===== src/rtl/burst_mem_slave.sv =====
// burst_mem_slave
//   Register-file memory endpoint with independent read and write channels.
//   Each burst supplies its own start address and length (beats = len + 1);
//   addressing wraps at DEPTH. Reads return data with a last-beat marker,
//   writes return a response: OKAY, or SLVERR if the master's w_last did not
//   line up with the burst length announced on aw_len. Reads win over writes
//   when both address channels are valid in the same idle cycle.
//
//   Despite its name, rst_n is an active-high synchronous reset: a 1 sampled
//   at a rising clk edge returns the block to IDLE and zeroes the memory, and
//   every output is held at 0 for as long as rst_n is 1.
//
// Ports
//   clk                        rising-edge clock
//   rst_n                      synchronous reset, active high
//   ar_valid/ar_ready          read address handshake
//   ar_addr [ADDR_W], ar_len   read start address, beats minus one
//   r_valid/r_ready            read data handshake
//   r_data [DATA_W], r_last    read data, final-beat marker
//   aw_valid/aw_ready          write address handshake
//   aw_addr [ADDR_W], aw_len   write start address, beats minus one
//   w_valid/w_ready            write data handshake
//   w_data [DATA_W], w_last    write data, master's final-beat marker
//   b_valid/b_ready            write response handshake
//   b_resp [2]                 2'b00 OKAY, 2'b10 SLVERR
module burst_mem_slave #(
    parameter int ADDR_W = 3,
    parameter int DATA_W = 4,
    parameter int LEN_W  = 3
) (
    input  logic              clk,
    input  logic              rst_n,
    input  logic              ar_valid,
    output logic              ar_ready,
    input  logic [ADDR_W-1:0] ar_addr,
    input  logic [LEN_W-1:0]  ar_len,
    output logic              r_valid,
    input  logic              r_ready,
    output logic [DATA_W-1:0] r_data,
    output logic              r_last,
    input  logic              aw_valid,
    output logic              aw_ready,
    input  logic [ADDR_W-1:0] aw_addr,
    input  logic [LEN_W-1:0]  aw_len,
    input  logic              w_valid,
    output logic              w_ready,
    input  logic [DATA_W-1:0] w_data,
    input  logic              w_last,
    output logic              b_valid,
    input  logic              b_ready,
    output logic [1:0]        b_resp
);

    localparam int DEPTH = 1 << ADDR_W;

    localparam logic [1:0] RESP_OKAY   = 2'b00;
    localparam logic [1:0] RESP_SLVERR = 2'b10;

    typedef enum logic [1:0] {
        IDLE,
        READ,
        WRITE,
        RESP
    } state_t;

    state_t            state;
    state_t            state_next;
    logic [ADDR_W-1:0] ptr;
    logic [LEN_W-1:0]  cnt;
    logic [LEN_W-1:0]  len;
    logic              err;
    logic [DATA_W-1:0] mem [DEPTH];

    logic last_beat;
    logic ar_hs;
    logic aw_hs;
    logic r_hs;
    logic w_hs;

    // Burst position is tracked by cnt against the latched length, so the
    // final beat is known regardless of where ptr has wrapped to.
    assign last_beat = (cnt == len);

    assign ar_hs = ar_valid && ar_ready;
    assign aw_hs = aw_valid && aw_ready;
    assign r_hs  = r_valid  && r_ready;
    assign w_hs  = w_valid  && w_ready;

    // NOTE: sequential state is assigned with <= so every flop samples the
    // pre-edge values; = here would let one flop see another's new value.
    always_ff @(posedge clk) begin
        if (rst_n) begin
            state <= IDLE;
        end else begin
            state <= state_next;
        end
    end

    // NOTE: memory words are cleared on reset because an aborted burst must
    // leave all-zero contents behind; this forces the array into flops.
    always_ff @(posedge clk) begin
        if (rst_n) begin
            ptr <= '0;
            cnt <= '0;
            len <= '0;
            err <= 1'b0;
            for (int i = 0; i < DEPTH; i++) begin
                mem[i] <= '0;
            end
        end else begin
            // Address handshakes only happen in IDLE and are mutually
            // exclusive (aw_ready drops whenever ar_valid is high).
            if (ar_hs) begin
                ptr <= ar_addr;
                len <= ar_len;
                cnt <= '0;
            end else if (aw_hs) begin
                ptr <= aw_addr;
                len <= aw_len;
                cnt <= '0;
                err <= 1'b0;
            end else if (r_hs || w_hs) begin
                ptr <= ptr + ADDR_W'(1);
                // cnt saturates at len; the burst ends on this beat anyway.
                if (!last_beat) begin
                    cnt <= cnt + LEN_W'(1);
                end
            end

            // Data is always stored; a misplaced w_last only poisons b_resp.
            if (w_hs) begin
                mem[ptr] <= w_data;
                if (w_last != last_beat) begin
                    err <= 1'b1;
                end
            end
        end
    end

    // NOTE: every output and state_next gets a default before the case so
    // no path through this block leaves a value unassigned (no latches).
    always_comb begin
        state_next = state;
        ar_ready   = 1'b0;
        aw_ready   = 1'b0;
        r_valid    = 1'b0;
        r_data     = '0;
        r_last     = 1'b0;
        w_ready    = 1'b0;
        b_valid    = 1'b0;
        b_resp     = RESP_OKAY;

        // While reset is asserted all outputs stay at their zero defaults.
        if (!rst_n) begin
            unique case (state)
                IDLE: begin
                    ar_ready = 1'b1;
                    aw_ready = !ar_valid;
                    if (ar_valid) begin
                        state_next = READ;
                    end else if (aw_valid) begin
                        state_next = WRITE;
                    end
                end
                READ: begin
                    r_valid = 1'b1;
                    r_data  = mem[ptr];
                    r_last  = last_beat;
                    if (r_ready && last_beat) begin
                        state_next = IDLE;
                    end
                end
                WRITE: begin
                    w_ready = 1'b1;
                    // Burst length comes from aw_len, not from w_last.
                    if (w_valid && last_beat) begin
                        state_next = RESP;
                    end
                end
                RESP: begin
                    b_valid = 1'b1;
                    b_resp  = err ? RESP_SLVERR : RESP_OKAY;
                    if (b_ready) begin
                        state_next = IDLE;
                    end
                end
                default: state_next = IDLE;
            endcase
        end
    end

endmodule


===== config.mk =====
export PLATFORM = sky130hd
export DESIGN_NAME = burst_mem_slave
export DESIGN_NICKNAME = d
export VERILOG_FILES = /design/src/rtl/burst_mem_slave.sv
export SDC_FILE = /design/constraint.sdc
export NUM_CORES = 1
export LEC_CHECK = 0
export CAP_MARGIN = 40
export CORE_MARGIN = 2
export CORE_UTILIZATION = 45
export CTS_CLUSTER_SIZE = 25
export DETAILED_ROUTE_END_ITERATION = 10
export PLACE_DENSITY = 0.68
export SLEW_MARGIN = 20
export SYNTH_ARGS = -nofsm -noshare
export SYNTH_HDL_FRONTEND = slang
export SYNTH_SLANG_ARGS = --single-unit

===== constraint.sdc =====
create_clock -name clk -period 2.9 [get_ports clk]
set_input_delay 0.58 -clock clk [delete_from_list [all_inputs] [get_ports clk]]
set_output_delay 0.58 -clock clk [all_outputs]
set_load 0.1 [all_outputs]

==> results of run 1 <==
==> layer usage <==
metal / global-route usage / part of all wire
met1: 0.204 / 0.44
met2: 0.321 / 0.50
met3: 0.0365 / 0.050
met4: 0.0600 / 0.011
met5: 0 / 0
==> worst paths after layout <==
path,end,slack (ns),startpoint,cells past startpoint
min reg2reg,cnt[2]$_SDFFE_PP0P_,0.49,cnt[2]$_SDFFE_PP0P_,1
min,cnt[2]$_SDFFE_PP0P_,0.49,cnt[2]$_SDFFE_PP0P_,1
max reg2reg,mem[1][2]$_SDFFCE_PN0P_,0.99,state[1]$_SDFFE_PP0P_,4
max,r_data[3],0.32,flip-flop,4
==> final cells by class <==
type | count | area share
clock inverter | 3 | 0.00499
tap | 70 | 0.0291
clock buffer | 5 | 0.0229
inverter | 4 | 0.00541
multi-input combinational | 148 | 0.359
timing repair buffer | 38 | 0.160
sequential | 47 | 0.419
==> flip-flops by register name (all words and copies together) (netlist names), named ones only <==
register,flops
ptr,3
state,2
err,1
mem,32
cnt,3
len,3
==> Yosys cell counts, drive strengths merged, types with 5 or more instances <==
library cell	instances
dfxtp	15
o21ai	8
nor2	23
nand3b	5
a311oi	5
nand2	15
mux2i	6
edfxtp	32
mux4	8
and2	34
nor3	6
==> where the power goes <==
group	total [mW]	switching (mW)	internal, mW
sequential	0.786	0.0401	0.746
combinational	0.293	0.158	0.135
clock	0.366	0.202	0.164
==> cells by family after synthesis <==
logic type / after synthesis / synth area share
adders and majority gates: 2 / 0.0105
DFF: 47 / 0.528
buffers and inverters: 12 / 0.0225
AOI/OAI and AO/OA: 27 / 0.0833
xor gates and xnor gates: 4 / 0.0147
other: 1 / 0.00157
muxes: 14 / 0.101
and+or+nand+nor: 100 / 0.238
==> critical path: stages, from the launching register on <==
cell	delay, ns
sky130_fd_sc_hd__dfxtp_1	0.66
sky130_fd_sc_hd__mux4_2	0.60
sky130_fd_sc_hd__mux2i_1	0.17
sky130_fd_sc_hd__nor2_1	0.09
sky130_fd_sc_hd__buf_12	0.18
==> metrics list, run 1 <==
- Result of the run: finished, final reports clean
- Achievable clock frequency: 387 MHz
- Root Buffer: sky130_fd_sc_hd__clkbuf_8
- Maximum fanout encountered on the critical timing path: 8
* Number of max-slew violations in the final report: 0
- The first TritonRoute pass finished after 4 iterations.
- The first global-routing pass estimated 7.99 mm of wire.
- Die area: 5900 µm²
- In this run, synthesis produced a sequential element count of 47.
- For the pin with the worst max-slew slack, the measured transition is 0.531 ns.
* Top_reg_cell synth: sky130_fd_sc_hd__edfxtp_1
- Summed over all layers, the global routing overflow is 0.
* DR WL/cell: 15.1 µm
- 0 antenna diodes ended up in the layout.
- The worst setup path is launched from a flip-flop.
- The design draws 1.44 mW.
- The clock reaches the later pin of the worst-skew pair after 0.29 ns.
- After detailed placement, the design holds a cell count of 307.
- Horiz. Die Dim: 76.8 µm
- IR analysis of the VDD net gives a maximum drop of 0.217 mV.
- Of the cells placed in the final design, the portion with a size suffix greater than 1 is 0.159.
- After clock tree synthesis, the setup repair step added 0 buffers.
- After filler insertion, the fill cell instance count of the layout stands at 441.
* ANT nets after route: 0
* Most frequent cells in the layout: 33 x sky130_fd_sc_hd__and2_1, 32 x sky130_fd_sc_hd__edfxtp_1, 23 x sky130_fd_sc_hd__nor2_1, 23 x sky130_fd_sc_hd__clkdlybuf4s50_1
- For this run, asynchronously set or reset flops after synthesis account for 0.
* Routed via count divided by cell count: 5.14
* Final routed wirelength across all metal layers: 4.75 mm
- The clock drives 47 sinks.
- Clock Skews: 0.00520 ns
- Global routing usage summed across all routing layers: 0.176
- Dividing the final minimum period by the clock period gives 0.891.
- Total of hold buffers inserted after clock tree synthesis: 0
- For this configuration, the core starts out at a cell density of 0.467.
- Entering global routing, the biggest net connects 18 pins.
- Area Overhead vs Synth: 26.0%
* Warning count from the yosys run: 0
- Once layout is complete, the utilization of the core stands at 0.589.
- Routability-driven placement finished with a final weighted congestion of 0.751.
- From bottom edge to top edge, the die measures 76.8 µm.
- Excluding fillers, the count of instances in the completed layout stands at 315.
* Top cells by area, synth: sky130_fd_sc_hd__edfxtp_1 40%, sky130_fd_sc_hd__dfxtp_1 13%, sky130_fd_sc_hd__and2_1 8.9%
* Final critical-path setup slack: 0.317 ns
* I/O pin count: 36
- Registers take 1260 µm².
* Post-synth EDFFs: 32
* Setup violation total in the final timing report: 0
- After synthesis, the mean cell area works out to 11.5 µm².
* Clock-pin slew of the registers on the worst-case setup and hold paths: 0.08 ns
- Prior to clock tree synthesis, the placed netlist has a worst setup slack of 0.360 ns.
- Power density over the cells: 480 nW/µm²
* Total negative setup slack: 0 ns
- Data required time at the worst endpoint: 2.32 ns
- The tool flagged a number of max-cap violations equal to 0.
- Summing all non-filler instances in the final layout gives an area of 3010 µm².
- The H-tree was split into 2 levels.
- Unrepaired setup endpoints after global routing: no
- Via count of the first global-routing pass: 1621
- STA classifies the critical path endpoint as an output pin.
- TritonCTS built the clock tree.
- Crit path arrival time: 2.00 ns
- The clock passes through at most 2 buffers.
* DR iter-0 viols: 109
- Summed over all instances, the cell type with the most area after synthesis is sky130_fd_sc_hd__edfxtp_1.
- Post-Synthesis Cell Area: 2390 µm²
- At the end of the flow, the number of nets in the layout was 270.
* Post-detailed-placement half-perimeter wirelength: 3.78 mm
- Vias after detailed routing: 1619
- The worst setup path is of the reg -> out kind.
* Gate count of the mapped netlist: 207
- Summing all placed instances gives a cell area of 2920 µm².
- Number of remaining DRC errors: 0
- Commonest non-fill, non-tap cell in the layout: sky130_fd_sc_hd__and2_1
- Max-slew headroom: 0.646
- The number of different library cells used by synthesis comes to 41.
- Hold crit path type: reg -> reg
* # port buffers: 34
* Standby leakage power: 1.11 nW
- Antenna violations before repair: 0
* Site row count: 26
- Number of hold violations in the final report: 0
- Counting the buffers created by CTS gives 5.
- Yosys top cell area share: 0.403
- In this run the standard cell core region covers 5110 µm².
- Final critical delay including setup and external delays: 2.58 ns
- Synthesis produced a netlist with a net count of 233.
* Footprint of the multi-input gates: 1080 µm²
- Hold slack: 0.490 ns
* Post-cts gate resize count: 0
- Sequential cell area fraction in the yosys report: 0.528
No activity file was read; power rests on OpenSTA's default activity.
==> run 2, diff against run 1 <==
--- a/config.mk
+++ b/config.mk
@@ -12,4 +12,6 @@
 export DETAILED_ROUTE_END_ITERATION = 10
 export PLACE_DENSITY = 0.68
+export REMOVE_ABC_BUFFERS = 1
+export SKIP_LAST_GASP = 1
 export SLEW_MARGIN = 20
 export SYNTH_ARGS = -nofsm -noshare
==> constraint.sdc (replaced) <==
create_clock -name clk -period 2.9 [get_ports clk]
set_input_delay 0.435 -clock clk [delete_from_list [all_inputs] [get_ports clk]]
set_output_delay 0.435 -clock clk [all_outputs]
set_load 0.1 [all_outputs]
==> run 2 against run 1 <==
Maximum frequency grew 6.2%. Sequential cell count unchanged. Total power up 14%. Critical endpoint is now r_data[1]. Die area stayed put. Largest cell class unchanged. Count of clock-buffer cells in the layout unchanged. Sequential power about the same. Critical path type unchanged.
==> metrics list, run 2 (synthesis results as in run 1) <==
- The count of cells resized by post-cts repair is 0 (unchanged).
- The arrival time at the worst endpoint came to 2.00 ns (about the same).
* I/O pin count: 36 (unchanged)
- The required time at the endpoint of the critical path was 2.47 ns (+0.15 ns).
- The final cell count without fillers came to 315 (unchanged).
- The worst setup path is of the reg -> out kind.
* Wire length of the first global-routing pass: 8.22 mm (+2.8%)
- Post-CTS Setup Bufs: 0 (unchanged)
- H-tree levels: 2 (unchanged)
- The total number of vias is 1646 (+1.7%).
- The vertical die dimension was 76.8 µm (unchanged).
- Number of max-slew violations in the final report: 0 (unchanged)
* Global routing usage summed across all routing layers: 0.181 (+0.00536)
- The detailed-router iteration count before antenna repair is 4 (unchanged).
* Filler Cells Inserted: 449 (+1.8%)
- Post-detailed-placement half-perimeter wirelength: 3.88 mm (+2.6%)
* TritonCTS clock tree: done
* Power density over the cells: 540 nW/µm² (+12%)
- The first-iteration detailed-routing DRC count was 72 (-34%).
- The fraction of final layout cells sized beyond drive strength 1 is 0.159 (unchanged).
- Achievable clock frequency: 411 MHz (+6.2%)
- The flip-flop count of the largest register after layout was 32 (unchanged).
- Horiz. Die Dim: 76.8 µm (unchanged)
* Layout Utilization: 0.598 (+0.00906)
- CTS placed an instance of sky130_fd_sc_hd__clkbuf_8 at the clock tree root.
- Total grt overflow: 0 (unchanged)
- ANT cells: 0 (unchanged)
- Total of hold buffers inserted after clock tree synthesis: 0 (unchanged)
- Slew at the pin closest to its max-slew limit: 0.549 ns (+0.0184 ns)
- Gpl congestion: 0.798 (+6.2%)
- Max-capacitance violation count: 0 (unchanged)
- Most frequent cells in the layout: 34 x sky130_fd_sc_hd__and2_1, 32 x sky130_fd_sc_hd__edfxtp_1, 23 x sky130_fd_sc_hd__nor2_1, 23 x sky130_fd_sc_hd__clkdlybuf4s50_1
- Hold crit path type: reg -> reg
- The minimum setup slack in the final design came to 0.468 ns (+0.151 ns).
- The cell count after placement came to 307 (unchanged).
* Initial core utilization: 0.467 (unchanged)
* Number of hold violations in the final report: 0 (unchanged)
- Largest register by flop count: mem
* Number of remaining DRC errors: 0 (unchanged)
- The average wire per standard cell is 15.7 µm (+4.2%).
- The sum of routed wire length over all layers came to 4.95 mm (+4.2%).
- The worst setup path is launched from a flip-flop.
* Routed via count divided by cell count: 5.23 (+1.7%)
- The final critical delay including setup and external delays came to 2.43 ns (-0.151 ns).
* Clock-pin slew of the registers on the worst-case setup and hold paths: 0.09 ns (about the same)
* Commonest non-fill, non-tap cell in the layout: sky130_fd_sc_hd__and2_1
* Clock sink total: 47 (unchanged)
- The floorplan row count came to 26 (unchanged).
* Number of CTS-inserted buffers: 5 (unchanged)
* Worst R2R Path Depth: 4 (unchanged)
- The largest voltage drop on the vdd net came to 0.239 mV (+10%).
- The worst slew slack as a fraction of its limit was 0.633 (-0.0123).
- Via count of the first global-routing pass: 1664 (+2.7%)
* Standby leakage power: 1.14 nW (+2.0%)
* Clock Tree Buf Depth: 2 (unchanged)
* Area of the core region: 5110 µm² (unchanged)
- Number of nets in the final layout: 270 (unchanged)
* Period Utilization, post-route: 0.839 (-0.0521)
- The cell depth of the worst hold path is 1 (unchanged).
- The number of buffers inserted by port buffering came to 34 (unchanged).
* Post-placement setup slack: 0.518 ns (+0.158 ns)
- Unrepaired setup endpoints after global routing: no
- Relative to the synthesized area, the layout overhead comes to 27.9%.
- Clock Skews: 0.00189 ns (-0.00331 ns)
- The pin count of the biggest net entering global routing came to 18 (unchanged).
* Kind of capture point of the worst setup path: output pin
* Hold slack: 0.488 ns (-0.00249 ns)
- The power consumption was 1.65 mW (+14%).
* Maximum fanout encountered on the critical timing path: 8 (unchanged)
- Setup violation total in the final timing report: 0 (unchanged)
- Die area: 5900 µm² (unchanged)
- Antenna violations before repair: 0 (unchanged)
- The clock latency of the later-clocked register in the worst-skew pair came to 0.30 ns (about the same).
* ANT nets after route: 0 (unchanged)
* Result of the run: finished, final reports clean
run 2: report_power, final:
part	switching (mW)	leakage (nW)	internal (mW)
registers	0.0415	0.453	0.746
clock network	0.226	0.0644	0.344
logic	0.158	0.618	0.135
run 2: layout make-up:
cell class	instances	area, µm²	share of cell area
Clock inverter	3	67.6	0.0221
Sequential cell	47	1260	0.413
Multi-Input combinational cell	148	1070	0.351
Timing Repair Buffer	38	480	0.157
Tap cell	70	87.6	0.0287
Inverter	4	16.3	0.00533
Clock buffer	5	68.8	0.0225
run 2: routing by layer:
| metal | part of all wire | global-route usage |
|---|---|---|
| met1 | 0.43 | 0.216 |
| met2 | 0.53 | 0.327 |
| met3 | 0.034 | 0.0365 |
| met4 | 0.0093 | 0.0582 |
| met5 | 0 | 0 |
run 2: worst max-delay path: stages, from the launching register on:
cell                      delay, ns
sky130_fd_sc_hd__dfxtp_1       0.67
sky130_fd_sc_hd__mux4_2        0.58
sky130_fd_sc_hd__mux2i_1       0.15
sky130_fd_sc_hd__nor2_1        0.09
sky130_fd_sc_hd__buf_12        0.19
run 2: through the flow:
step / instance area (µm²) / setup TNS [ns]
detailed placement: 2920 / 0
CTS: 3050 / 0
global placement: 2920 / 0
finish: 3050 / 0
floorplan: 2350 / -0.311
global route: 3050 / 0
run 2: path summary, 6_finish.rpt:
| check | from | endpoint | slack [ns] |
|---|---|---|---|
| hold / removal | cnt[2]$_SDFFE_PP0P_ | cnt[2]$_SDFFE_PP0P_ | 0.49 |
| setup / recovery | flip-flop | r_data[1] | 0.47 |
| hold reg to reg | cnt[2]$_SDFFE_PP0P_ | cnt[2]$_SDFFE_PP0P_ | 0.49 |
| setup reg to reg | state[1]$_SDFFE_PP0P_ | mem[1][0]$_SDFFCE_PN0P_ | 0.97 |
==> run 3, diff against run 2 <==
Settings changed: PLACE_DENSITY 0.68 to 0.71.
Clock period 2.9 ns to 2.1 ns, I/O delays scaled along.
==> run 3 against run 2 <==
Via count is 4.1% higher. Combinational power is 59% higher. Wire length is 0.16% higher.
==> metrics list, run 3 (synthesis results as in run 1) <==
* Result of the run: finished, final reports clean
* Crit path arrival time: 1.73 ns (-0.27 ns)
- The core box area is 5110 µm² (unchanged).
- Total grt overflow: 0 (unchanged)
* Site row count: 26 (unchanged)
- In the layout the commonest cells are 34 x sky130_fd_sc_hd__and2_1, 32 x sky130_fd_sc_hd__edfxtp_1, 22 x sky130_fd_sc_hd__clkdlybuf4s50_1.
* Critical setup path kind: reg -> out
* Total of hold buffers inserted after clock tree synthesis: 0 (unchanged)
- H-tree levels: 2 (unchanged)
- The worst setup slack after placement came to -0.0592 ns (-0.577 ns).
* Number of CTS-inserted buffers: 5 (unchanged)
- Achievable clock frequency: 490 MHz
- Post-route non-filler standard cell count: 331 (+5.1%)
- Final critical delay including setup and external delays: 2.04 ns
- ANT cells: 0 (unchanged)
* Wire length of the first global-routing pass: 8.16 mm (-0.67%)
* Number of nets in the final layout: 286 (+5.9%)
- Initial core utilization: 0.467 (unchanged)
- The cell count after placement is 322 (+4.9%).
- The power density over the cells is 665 nW/µm² (+23%).
- Setup repair after global routing could not meet its margin everywhere.
- The share of power burned in registers was 0.508 (+0.031).
- Largest register by flop count: mem
- The delay contributed by the slowest stage of the critical path came to 0.51 ns (-0.16 ns).
- Clock sink total: 47 (unchanged)
- The sum of routed wire length over all layers is 4.96 mm (+0.16%).
- The overall global routing resource usage came to 0.181 (-0.000507).
- The die footprint came to 5900 µm² (unchanged).
- Root Buffer: sky130_fd_sc_hd__clkbuf_8
* Commonest non-fill, non-tap cell in the layout: sky130_fd_sc_hd__and2_1
* Hold slack: 0.398 ns (-0.0898 ns)
* Via count of the first global-routing pass: 1746 (+4.9%)
- NetSw: 585 µW (+38%)
- First drt pass iteration count: 4 (unchanged)
- Max FFs per register: 32 (unchanged)
- Number of max-slew violations in the final report: 0 (unchanged)
* Total negative setup slack: 0 ns (unchanged)
* Horiz. Die Dim: 76.8 µm (unchanged)
- The maximum clock skew at final layout was 0.00988 ns (+0.00799 ns).
* Clock-pin slew of the registers on the worst-case setup and hold paths: 0.09 ns (about the same)
* Data required time at the worst endpoint: 1.78 ns (-0.69 ns)
- The total number of vias came to 1713 (+4.1%).
- Combinational fraction of design power: 0.221 (+0.044)
- DR iter-0 viols: 92 (+28%)
- Clock network fraction of design power: 0.271 (-0.074)
- The pin count of the biggest net entering global routing came to 16 (-2).
* Final critical-path setup slack: 0.0571 ns (-0.411 ns)
- Number of hold violations in the final report: 0 (unchanged)
* Clock Tree Buf Depth: 2 (unchanged)
- Post-detailed-placement half-perimeter wirelength: 3.97 mm (+2.4%)
- The total buffers and inverters traversed by the critical path is 2 (+1).
- The initial antenna violation count is 0 (unchanged).
- Number of remaining DRC errors: 0 (unchanged)
* Gpl congestion: 0.786 (-1.5%)
- Critical path's top delay family: multiplexers
- The cell-internal power was 1.52 mW (+24%).
- The fill cell instance count of the final layout came to 438 (-2.4%).
* Peak supply drop: 0.367 mV (+53%)
- STA classifies the critical path startpoint as a flip-flop.
- The power consumption came to 2.10 mW (+28%).
* # port buffers: 34 (unchanged)
- Hold crit path type: in -> reg
- Sw frac: 0.278 (+0.0204)
- The via density per instance came to 5.18 (-0.96%).
* Maximum fanout encountered on the critical timing path: 8 (unchanged)
* Kind of capture point of the worst setup path: output pin
* Floorplan die height: 76.8 µm (unchanged)
- The number of max-cap violations was 0 (unchanged).
- The slowest stage of the critical path is the sky130_fd_sc_hd__mux4_2 cell.
- The final setup violation count came to 0 (unchanged).
- The number of routed nets with antenna violations came to 0 (unchanged).
- Of the available clock period, the critical path in the final layout requires 0.973.
- I/O pin count: 36 (unchanged)
- The static leakage power was 1.22 nW (+7.0%).
- Area Overhead vs Synth: 32.4%
- The average wire per standard cell is 15.0 µm (-4.7%).
- TritonCTS built the clock tree.
- By instance count, the cell type seen most on the critical path is sky130_fd_sc_hd__buf_12.
- The clock latency of the later-clocked register in the worst-skew pair is 0.30 ns (about the same).
* Critical-path cell list: buf_12 > mux4_2 > mux2i_1 > nor2_2 > buf_12
- The fraction of final layout cells sized beyond drive strength 1 is 0.230 (+0.0707).
==> run 3: power groups by stage <==
stage	Combinational [mW]	Clock (mW)	Sequential [mW]
floorplan	0.260	0	1.09
global placement	0.450	0	1.09
detailed placement	0.455	0	1.09
CTS	0.458	0.583	1.07
global route	0.497	0.619	1.08
finish	0.465	0.570	1.07
==> run 3: worst register-to-register path: cells and delay by family (launching register included) <==
| family | cells | cell delay [ns] |
|---|---|---|
| DFF | 1 | 0.43 |
| and+or+nand+nor | 4 | 0.85 |
==> run 3: worst paths after layout <==
path	slack (ns)	endpoint	depth (start not counted)	startpoint
setup / recovery	0.06	r_data[1]	5	flip-flop
setup reg to reg	0.52	mem[0][1]$_SDFFCE_PN0P_	4	state[1]$_SDFFE_PP0P_
hold reg to reg	0.48	cnt[2]$_SDFFE_PP0P_	1	cnt[2]$_SDFFE_PP0P_
hold / removal	0.40	len[1]$_SDFFE_PP0P_	2	rst_n
==> run 3: routing by layer <==
layer	part of all wire	up-vias	track usage
met5	0	-	0
met4	0.012	0	0.0455
met3	0.046	6	0.0482
met2	0.52	45	0.332
met1	0.42	808	0.208
li1	-	854	-
==> run 3: cell type report <==
cell class,instances,area [µm²],share of cell area
Clock buffer,6,82.6,0.0261
Clock inverter,2,15.0,0.00475
Inverter,4,16.3,0.00514
Multi-Input combinational cell,148,1080,0.342
Sequential cell,47,1260,0.399
Tap cell,70,87.6,0.0277
Timing Repair Buffer,54,616,0.195
==> run 3: repair_timing <==
| item | CTS | global route |
|---|---|---|
| setup buffers | 0 | 1 |
| resized for setup | 1 | 8 |
| pin swaps | 0 | 1 |
| setup endpoints to repair | 5 | 6 |
==> run 3: through the flow <==
step / util / area (µm²)
floorplan: - / 2350
global placement: 0.593 / 3030
detailed placement: 0.593 / 3030
CTS: 0.613 / 3130
global route: 0.619 / 3160
finish: 0.619 / 3160
